===== config.mk =====
export PLATFORM = sky130hd
export DESIGN_NAME = piso_sched
export DESIGN_NICKNAME = d
export VERILOG_FILES = /design/src/rtl/piso_sched.sv
export SDC_FILE = /design/constraint.sdc
export NUM_CORES = 1
export LEC_CHECK = 0
export ABC_AREA = 1
export CORE_MARGIN = 4
export CORE_UTILIZATION = 35
export CTS_CLUSTER_DIAMETER = 30
export DETAILED_ROUTE_END_ITERATION = 6
export GPL_TIMING_DRIVEN = 0
export HOLD_SLACK_MARGIN = 0.03
export PLACE_DENSITY_LB_ADDON = 0.15
export SLEW_MARGIN = 10
export SYNTH_ARGS = -nofsm -noshare
export SYNTH_HDL_FRONTEND = slang
export SYNTH_SLANG_ARGS = --single-unit

===== constraint.sdc =====
create_clock -name clk -period 6.33 [get_ports clk]
set_clock_uncertainty 0.2 [all_clocks]
set_input_delay 0.9495 -clock clk [delete_from_list [all_inputs] [get_ports clk]]
set_output_delay 0.9495 -clock clk [all_outputs]
set_load 0.05 [all_outputs]

===== src/rtl/piso_sched.sv =====
// Round-robin scheduler and frame sequencer for the 32-bit serial transmitter.
// Grants one requester word at a time and drives piso load/xmit through load -> shift -> gap.
module piso_sched #(
    parameter int N_REQ       = 4,
    parameter int XMIT_CYCLES = 64,
    parameter int GAP_CYCLES  = 4,
    parameter int ID_W        = $clog2(N_REQ)
) (
    input  logic                 clk,
    input  logic                 rst,
    input  logic                 enable,
    input  logic [N_REQ-1:0]     req,
    input  logic [32*N_REQ-1:0]  req_data,
    output logic [N_REQ-1:0]     gnt,
    output logic [ID_W-1:0]      active_id,
    output logic                 busy,
    output logic                 frame_done,
    output logic                 piso_load,
    output logic                 piso_xmit,
    output logic [31:0]          piso_data
);

    localparam int CNT_W = $clog2(XMIT_CYCLES + 1);

    typedef enum logic [1:0] {
        IDLE = 2'd0,
        LOAD = 2'd1,
        XMIT = 2'd2,
        GAP  = 2'd3
    } state_t;

    state_t state_reg, state_next;
    logic [CNT_W-1:0] cnt_reg, cnt_next;
    logic [ID_W-1:0]  rr_ptr_reg, rr_ptr_next;

    logic [N_REQ-1:0] gnt_reg, gnt_next;
    logic [ID_W-1:0]  active_id_reg, active_id_next;
    logic             busy_reg, busy_next;
    logic             frame_done_reg, frame_done_next;
    logic             piso_load_reg, piso_load_next;
    logic             piso_xmit_reg, piso_xmit_next;
    logic [31:0]      piso_data_reg, piso_data_next;

    // Requester index examined at each offset from rr_ptr, and whether it is requesting.
    logic [ID_W-1:0]  cand_idx [N_REQ];
    logic [N_REQ-1:0] req_hit;
    logic [31:0]      req_word [N_REQ];

    genvar gi;
    generate
        for (gi = 0; gi < N_REQ; gi++) begin : g_rr
            logic [ID_W:0] sum;
            assign sum           = {1'b0, rr_ptr_reg} + (ID_W+1)'(gi);
            assign cand_idx[gi]  = (sum >= (ID_W+1)'(N_REQ)) ? ID_W'(sum - (ID_W+1)'(N_REQ))
                                                             : ID_W'(sum);
            assign req_hit[gi]   = req[cand_idx[gi]];
            assign req_word[gi]  = req_data[32*gi +: 32];
        end
    endgenerate

    logic [ID_W-1:0] win_idx;
    logic            grant;

    // Lowest offset from rr_ptr wins, so iterate downward and let it overwrite.
    always_comb begin
        win_idx = '0;
        for (int i = N_REQ - 1; i >= 0; i--) begin
            if (req_hit[i]) begin
                win_idx = cand_idx[i];
            end
        end
    end

    assign grant = (state_reg == IDLE) && enable && (|req);

    always_ff @(posedge clk or posedge rst) begin
        if (rst) begin
            state_reg      <= IDLE;
            cnt_reg        <= '0;
            rr_ptr_reg     <= '0;
            gnt_reg        <= '0;
            active_id_reg  <= '0;
            busy_reg       <= 1'b0;
            frame_done_reg <= 1'b0;
            piso_load_reg  <= 1'b0;
            piso_xmit_reg  <= 1'b0;
            piso_data_reg  <= '0;
        end else begin
            state_reg      <= state_next;
            cnt_reg        <= cnt_next;
            rr_ptr_reg     <= rr_ptr_next;
            gnt_reg        <= gnt_next;
            active_id_reg  <= active_id_next;
            busy_reg       <= busy_next;
            frame_done_reg <= frame_done_next;
            piso_load_reg  <= piso_load_next;
            piso_xmit_reg  <= piso_xmit_next;
            piso_data_reg  <= piso_data_next;
        end
    end

    always_comb begin
        state_next = state_reg;
        cnt_next   = cnt_reg;
        case (state_reg)
            IDLE: begin
                cnt_next = '0;
                if (grant) begin
                    state_next = LOAD;
                end
            end
            LOAD: begin
                cnt_next   = '0;
                state_next = XMIT;
            end
            XMIT: begin
                if (cnt_reg == CNT_W'(XMIT_CYCLES - 1)) begin
                    cnt_next   = '0;
                    state_next = GAP;
                end else begin
                    cnt_next = cnt_reg + 1'b1;
                end
            end
            GAP: begin
                if (cnt_reg == CNT_W'(GAP_CYCLES - 1)) begin
                    cnt_next   = '0;
                    state_next = IDLE;
                end else begin
                    cnt_next = cnt_reg + 1'b1;
                end
            end
            default: begin
                cnt_next   = '0;
                state_next = IDLE;
            end
        endcase
    end

    // Outputs are registered, so they are derived from the state being entered.
    always_comb begin
        gnt_next        = '0;
        active_id_next  = active_id_reg;
        piso_data_next  = piso_data_reg;
        rr_ptr_next     = rr_ptr_reg;
        if (grant) begin
            gnt_next[win_idx] = 1'b1;
            active_id_next    = win_idx;
            piso_data_next    = req_word[win_idx];
            rr_ptr_next       = (win_idx == ID_W'(N_REQ - 1)) ? '0 : win_idx + 1'b1;
        end
        busy_next       = (state_next != IDLE);
        piso_load_next  = (state_next == LOAD);
        piso_xmit_next  = (state_next == XMIT);
        frame_done_next = (state_reg == XMIT) && (state_next == GAP);
    end

    assign gnt        = gnt_reg;
    assign active_id  = active_id_reg;
    assign busy       = busy_reg;
    assign frame_done = frame_done_reg;
    assign piso_load  = piso_load_reg;
    assign piso_xmit  = piso_xmit_reg;
    assign piso_data  = piso_data_reg;

endmodule

# Yosys cells after proc, flatten, opt, wreduce, memory -nomap -nowiden
# Cells that the tools add are included.
# W data, S select, Z words.
# word_totals
register_bits	53
in_bits	135
out_inout_bits	42
elab_cells	78
# op_classes
n_addsub	9
n_lt_le_gt_ge	11
n_eq_ne	9
muxes	30
bitwise	1
reduce_logical	8
# op_table
op	count
$bmux W32 S2	1
$mux W32	2
$mux W2	12
$pmux W7 S3	1
$lt A2 B3 Y1 const B	5
$mux W7	2
$ge A3 B3 Y1 const B	4
$eq A2 B2 Y1 const B	5
$bmux W1 S2	4
$pmux W2 S4	1
$sub A2 B1 Y2 const B	4
$add A7 B1 Y7 const B	1
$eq A7 B2 Y1 const B	1
$eq A7 B6 Y1 const B	1
$add A2 B2 Y3 const B	2
$mux W1	5
$eq A2 B1 Y1 const B	2
$logic_and A1 B1 Y1	4
$mux W4	1
$reduce_or A4 Y1	1
$add A2 B1 Y3 const B	1
$ge A2 B3 Y1 const B	1
$not A2 Y3	1
$add A2 B1 Y2 const B	1
5 further kinds	5

# Depth between registers and ports, before layout
# Gate-level depths: netlist of the first run.
# depth
ltp_word	14
ltp_mapped	16
ltp_nobuf	13

# Least setup slack after synthesis of the first run
# OpenSTA, ideal clock, no wires.
# synth_timing
path_kind	input -> register
start	in req[0]
end	reg rr_ptr_reg[1]
setup_time_ps	126
arrival_ps	2183
t_required_ps	6004
setup_slack_ps	3821
path_stages	10
path_buffers	1
path_cell_list	inv_1 > nor2_1 > nor2_2 > nand3b_1 > o21ai_2 > inv_2 > buf_4 > ha_1 > nand2_1 > o21ai_0
# synth_between
elab_chain_len	8
elab_cells_between_ends	17
cone_classes	add/sub (1); eq/ne (1); mux (13); reduce/logical (2)
# synth_rtl
element	line	source
from (decl)	12	input logic [N_REQ-1:0] req,
$bmux W1 S2	56	assign req_hit[gi] = req[cand_idx[gi]];
$mux W1 (implied by the code)	56	
$mux W2 (3 in a row)	68	if (req_hit[i]) begin
$mux W2 (*)	68	
via win_idx[1]	61	logic [ID_W-1:0] win_idx;
$add A2 B1 Y2 or $eq A2 B2 Y1 (tied branches)	149	rr_ptr_next = (win_idx == ID_W'(N_REQ - 1)) ? '0 : win_idx + 1'b1;
$mux W2 (*)	149	
to (signal assigned)	91	rr_ptr_reg <= rr_ptr_next;
to (decl)	34	logic [ID_W-1:0] rr_ptr_reg, rr_ptr_next;
# Mark *: on every way through the listed nets, which the timed path passes. The rest lies on a longest branch. The select of a mux whose other input is x is not followed.
# A chain may end at the register's enable or synchronous reset.

# Worst setup path in the final report of the first run
# layout_timing
start	in req[3]
end	reg piso_data_reg[11], in the netlist piso_data[11]
# layout_between
elab_chain_len	10
elab_cells_between_ends	18
cone_classes	mux (15); bitwise (1); reduce/logical (2)
# layout_rtl
element	line	source
$bmux W1 S2	56	
$mux W1 (implied by the code)	56	
$mux W2 (4 in a row)	68	
$not A2 Y3 (implied by the code)	148	piso_data_next = req_word[win_idx];
$bmux W32 S2	148	
$mux W32 (implied by the code) (2 in a row)	148	
to (signal assigned)	98	piso_data_reg <= piso_data_next;
to (decl)	42	logic [31:0] piso_data_reg, piso_data_next;
# Several ways; a longest one is shown, not always the timed one. The select of a mux whose other input is x is not followed.

==> flow_metrics.env, run 1 <==
export IMPL_first_pass_iters=4
export IMPL_track_usage_pct=19.1
export IMPL_cts_root_buffer="clkbuf_8"
export IMPL_ant_nets=0
export IMPL_vias=4412
export IMPL_cpPeakStageDelay_ns=0.50
export IMPL_ys_warn_count=0
export IMPL_seqPwrFrac_pct=44.5
export IMPL_setup_viol=0
export IMPL_overflow=0
export IMPL_cts_clk_slew_worst_paths_ns=0.11
export IMPL_crit_chain="clkdlybuf4s50_1, inv_1, o21ai_1, nand2_1, nand3_2, nand2_1, nand2_2, clkbuf_1, nand3_1, nand3_1, nand2_1, nand2_1, nand2_1"
export IMPL_crit_required_ns=6.36
export IMPL_dp_final_hpwl_um=9910
export IMPL_p_per_area_mw_per_mm2=128
export IMPL_htreeDepth=2
export IMPL_synthCells=642
export IMPL_wl_um=12500
export IMPL_antenna_cells=0
export IMPL_critPathMostFrequentCell="nand2_1"
export IMPL_dp_cells=959
export IMPL_final_nets=966
export IMPL_synth_nets=782
export IMPL_p_int_uw=538
export IMPL_syn_area_per_cell_sq_um=6.03
export IMPL_fin_cells=967
export IMPL_setup_worst_path_class="in -> reg"
export IMPL_critPathArrivalTime_ns=3.04
export IMPL_hold_buffers=0
export IMPL_fin_ws_ns=3.32
export IMPL_worstPathMaxFanout=10
export IMPL_syn_to_final_growth_pct=53.2
export IMPL_cts_max_path_buffers=2
export IMPL_finalHoldViolCount=0
export IMPL_post_route_util_pct=54.8
export IMPL_post_dp_cell_area_sq_mm=0.00584
export IMPL_worst_pin_slew_ns=0.743
export IMPL_end_kind="register"
export IMPL_cts_tree="built"
export IMPL_grt_pass1_wl_um=20000
export IMPL_p_leak_nw=3.33
export IMPL_drc=0
export IMPL_netlist_top_cells_area="dfrtp_1 (34%), nand2_1 (21%), nand3_1 (17%)"
export IMPL_slew_viol_final=0
export IMPL_drtIter0Drc=266
export IMPL_crit_family="buffers and inverters"
export IMPL_io_buffers=176
export IMPL_cp_start_kind="primary input"
export IMPL_outcome="finished, final reports clean"
export IMPL_largest_reg_flops=32
export IMPL_clockPowerShare_pct=27.9
export IMPL_dieArea_sq_mm=0.0128
export IMPL_p_comb_share_pct=27.7
export IMPL_core_area_sq_mm=0.0108
export IMPL_tns_ns=0
export IMPL_slowest_stage="clkdlybuf4s50_1"
export IMPL_finalCritPeriodShare_pct=47.6
export IMPL_drv_cap=0
export IMPL_io_pins=177
export IMPL_ir_drop_mv=0.0917
export IMPL_antenna_found_initial=0
export IMPL_fmax_ghz=0.332
export IMPL_clock_sinks=53
export IMPL_synth_cell_type_count=29
export IMPL_grt_max_degree=33
export IMPL_start_util_pct=35.7
export IMPL_vias_per_cell=4.56
export IMPL_yosys_area_top_type="dfrtp_1"
export IMPL_yosysTopAreaCellShare_pct=34.2
export IMPL_crit_buf_inv=3
export IMPL_grt_pass1_vias=4281
export IMPL_clock_latency_ns=0.32
export IMPL_finalInstanceArea_sq_mm=0.00594
export IMPL_routabilityCongestion=0.866
export IMPL_p_sw_share_pct=29.4
export IMPL_power_switching_uw=224
export IMPL_min_path_type="reg -> reg"
export IMPL_die_y_um=113
export IMPL_cts_resized=0
export IMPL_relSlewSlack_pct=50.4
export IMPL_fill_cells=1110
export IMPL_fin_total_pwr_uw=761
export IMPL_die_x_um=113
export IMPL_ys_ff_latch=53
export IMPL_post_cts_setup_buffers=0
export IMPL_layout_drive_gt1_share_pct=4.35
export IMPL_wire_per_inst_um=12.9
export IMPL_period_minus_slack_ns=3.01
export IMPL_fp_row_count=38
export IMPL_synth_seq_area_share_pct=34.2
export IMPL_synth_area_sq_mm=0.00387
export IMPL_cts_buffers=5
export IMPL_pre_cts_ws_ns=3.00
export IMPL_hold_slack_ns=0.272
export IMPL_rsz0062_at_grt="no"
-- synth_stat cells --
library cell / number
a21oi_1: 3
buf_4: 4
buf_6: 3
nand2_1: 215
xnor2_1: 1
o21bai_1: 1
inv_1: 148
o21ai_1: 2
nand4_1: 1
inv_2: 3
and3b_1: 1
nor3b_1: 1
clkbuf_1: 7
nand3_1: 134
ha_1: 5
nand2_2: 2
nor3_1: 1
dfrtp_1: 53
o21ai_2: 1
buf_2: 9
a21boi_0: 1
o211ai_1: 1
nor2_2: 2
nand3b_1: 1
xor2_1: 1
o21ai_0: 4
nor2_1: 25
buf_1: 10
nand3_2: 2
-- layout make-up --
| class | count | area [sq um] | share of cell area (%) |
|---|---|---|---|
| flip-flops and latches | 53 | 1330 | 22.3 |
| well taps | 140 | 175 | 2.95 |
| clock inverters | 3 | 28.8 | 0.485 |
| clock buffers | 5 | 68.8 | 1.16 |
| multi-input cells | 405 | 1810 | 30.5 |
| repair buffers | 177 | 1790 | 30.1 |
| plain buffers | 33 | 173 | 2.91 |
| inverters | 151 | 567 | 9.55 |
-- cells by family (layout without fill, tap and decap cells) --
group / Yosys count / count (layout) / share of synthesized area [%]
flip-flops: 53 / 53 / 34.2
AO/OA/AOI/OAI: 13 / 13 / 1.97
AND/OR/NAND/NOR: 385 / 385 / 42.6
buffers and inverters: 184 / 369 / 19.1
adder cells (fa/ha/maj): 5 / 5 / 1.61
XOR/XNOR: 2 / 2 / 0.452
-- worst register-to-register path, delay by kind of cell (launching register included) --
kind | cells | cell delay (ns)
AND/OR/NAND/NOR | 5 | 0.47
AO/OA/AOI/OAI | 2 | 0.43
buffers and inverters | 3 | 0.52
flip-flops | 1 | 0.39
adder cells (fa/ha/maj) | 1 | 0.28
-- power by group through the flow --
stage	clock network [mW]	logic (mW)	registers, mW
after floorplan	0	0.100	0.345
after global placement	0	0.208	0.345
after detailed placement	0	0.212	0.345
after CTS	0.219	0.213	0.338
after global routing	0.231	0.236	0.338
final	0.212	0.211	0.338
-- worst paths after layout --
path                               start            end  slack (ns)  depth (start not counted)
max                               req[3]  piso_data[11]        3.32                         13
min                           cnt_reg[0]     cnt_reg[0]        0.27                          1
min in group asynchronous            rst     cnt_reg[0]        0.87                          2
max reg2reg                rr_ptr_reg[0]  rr_ptr_reg[1]        3.93                         11
max in group asynchronous            rst  piso_data[27]        4.49                          3
min reg2reg                   cnt_reg[0]     cnt_reg[0]        0.27                          1
-- layout by cell type (no fill, tap or decap), types with 2 or more instances in the layout --
cell type / instances
a21oi_1: 3
buf_1: 10
buf_2: 9
buf_4: 4
buf_6: 3
clkbuf_1: 7
clkbuf_8: 5
clkdlybuf4s50_1: 176
dfrtp_1: 53
ha_1: 5
inv_1: 147
inv_2: 4
nand2_1: 215
nand2_2: 2
nand3_1: 134
nand3_2: 2
nor2_1: 25
nor2_2: 2
o21ai_0: 4
o21ai_1: 2
-- metal layers --
metal | part of all wire (%) | wire length [um] | track usage [%]
met3 | 7.5 | 944 | 5.29
met5 | 0 | 0 | 0
met1 | 43 | 5340 | 23.9
met2 | 49 | 6090 | 33.1
met4 | 1.2 | 151 | 3.77
Power figures use the tool's default switching activity.
==> inputs of run 2 (changes only) <==
==> constraint.sdc (replaced) <==
create_clock -name clk -period 2.55 [get_ports clk]
set_clock_uncertainty 0.2 [all_clocks]
set_input_delay 0.3825 -clock clk [delete_from_list [all_inputs] [get_ports clk]]
set_output_delay 0.3825 -clock clk [all_outputs]
set_load 0.05 [all_outputs]
==> flow_metrics.env, run 2 (synthesis results as in run 1) <==
export IMPL_cts_root_buffer="clkbuf_8"
export IMPL_reg2reg_slack_ns=0.18
export IMPL_wl_um=12600
export IMPL_dp_cells=959
export IMPL_finalHoldViolCount=0
export IMPL_cts_buffers=5
export IMPL_p_leak_nw=3.35
export IMPL_largest_reg_flops=32
export IMPL_vias_per_cell=4.58
export IMPL_cp_start_kind="primary input"
export IMPL_p_per_area_mw_per_mm2=318
export IMPL_ant_nets=0
export IMPL_antenna_found_initial=0
export IMPL_relSlewSlack_pct=50.6
export IMPL_end_kind="register"
export IMPL_layout_drive_gt1_share_pct=5.32
export IMPL_hold_buffers=0
export IMPL_cts_max_path_buffers=2
export IMPL_fin_total_pwr_mw=1.89
export IMPL_io_pins=177
export IMPL_die_y_um=113
export IMPL_final_common_cell="nand2_1"
export IMPL_post_route_util_pct=54.9
export IMPL_track_usage_pct=19.1
export IMPL_r2r_start="rr_ptr_reg[0]"
export IMPL_mostFrequentLayoutCells="nand2_1 (215), clkdlybuf4s50_1 (176), inv_1 (147), nand3_1 (134), dfrtp_1 (53)"
export IMPL_setup_worst_path_class="in -> reg"
export IMPL_syn_to_final_growth_pct=53.7
export IMPL_core_area_sq_mm=0.0108
export IMPL_antenna_cells=0
export IMPL_post_dp_cell_area_sq_mm=0.00584
export IMPL_slew_viol_final=0
export IMPL_grt_pass1_wl_um=20000
export IMPL_post_cts_setup_buffers=0
export IMPL_clock_latency_ns=0.32
export IMPL_first_pass_iters=5
export IMPL_crit_required_ns=2.56
export IMPL_io_buffers=176
export IMPL_drtIter0Drc=245
export IMPL_period_minus_slack_ns=2.44
export IMPL_wire_per_inst_um=13.0
export IMPL_critPathArrivalTime_ns=2.45
export IMPL_grt_max_degree=33
export IMPL_cts_clk_slew_worst_paths_ns=0.11
export IMPL_drc=0
export IMPL_cts_tree="built"
export IMPL_ff_latch_area_sq_mm=0.00133
export IMPL_overflow=0
export IMPL_finalCritPeriodShare_pct=95.6
export IMPL_multi_input_area_sq_mm=0.00182
export IMPL_dieArea_sq_mm=0.0128
export IMPL_clock_sinks=53
export IMPL_routabilityCongestion=0.866
export IMPL_final_nets=966
export IMPL_grt_pass1_vias=4281
export IMPL_startpoint="req[3]"
export IMPL_dp_final_hpwl_um=9910
export IMPL_fill_cells=1105
export IMPL_ff2ff_path_depth=11
export IMPL_worst_pin_slew_ns=0.741
export IMPL_die_x_um=113
export IMPL_setup_viol=0
export IMPL_fp_row_count=38
export IMPL_drv_cap=0
export IMPL_min_path_type="reg -> reg"
export IMPL_finalInstanceArea_sq_mm=0.00596
export IMPL_hold_start="cnt_reg[0]"
export IMPL_ir_drop_mv=0.228
export IMPL_worstPathMaxFanout=10
export IMPL_vias=4426
export IMPL_fin_cells=967
export IMPL_hold_path_depth=1
export IMPL_htreeDepth=2
export IMPL_fmax_ghz=0.410
export IMPL_start_util_pct=35.7
export IMPL_outcome="finished, final reports clean"
==> run 2: metrics by stage <==
stage                     hold WS, ns  setup slack, ns  setup TNS (ns)
after floorplan                 0.233            0.499               0
after global placement          0.249           -0.438          -26.64
after detailed placement        0.256           -0.214           -6.23
after CTS                       0.273            0.111               0
after global routing            0.289        -0.000428       -0.000428
final                           0.272            0.113               0
==> run 2: critical path: stages <==
cell and delay [ns]:
clkdlybuf4s50_1 0.50, inv_1 0.09, o21ai_1 0.18, nand2_1 0.13
nand3_2 0.11, nand2_1 0.06, nand2_2 0.17, buf_1 0.40
nand3_1 0.15, nand3_1 0.11, nand2_1 0.06, nand2_1 0.05
nand2_1 0.05
==> run 2: area by class of cell <==
cell class | count | share of cell area [%]
inverters | 151 | 9.52
plain buffers | 33 | 3.11
flip-flops and latches | 53 | 22.3
clock inverters | 3 | 0.483
well taps | 140 | 2.94
clock buffers | 5 | 1.16
repair buffers | 177 | 30.0
multi-input cells | 405 | 30.5
==> run 2: worst paths after layout <==
path,endpoint
worst max-delay path,piso_data[12]
worst min-delay path,cnt_reg[0]
worst max register to register,rr_ptr_reg[1]
worst min register to register,cnt_reg[0]
max in group asynchronous,piso_data[0]
min in group asynchronous,cnt_reg[0]
==> run 2: what timing repair did <==
action / in CTS / in global routing
gates resized for setup: 0 / 13
endpoints found under the setup margin: 0 / 26
endpoints found under the hold margin: 0 / 0
==> run 2: layer usage <==
metal	track usage [%]	vias to the layer above	wire [um]
li1	-	2274	-
met1	23.9	1991	5350
met2	33.1	150	6100
met3	5.29	11	959
met4	3.77	0	144
met5	0	-	0
==> run 2: where the power goes <==
group	total, mW	switching, mW	internal [mW]
Clock	0.525	0.319	0.206
Sequential	0.840	0	0.840
Combinational	0.527	0.237	0.291
Total	1.89	0.556	1.34
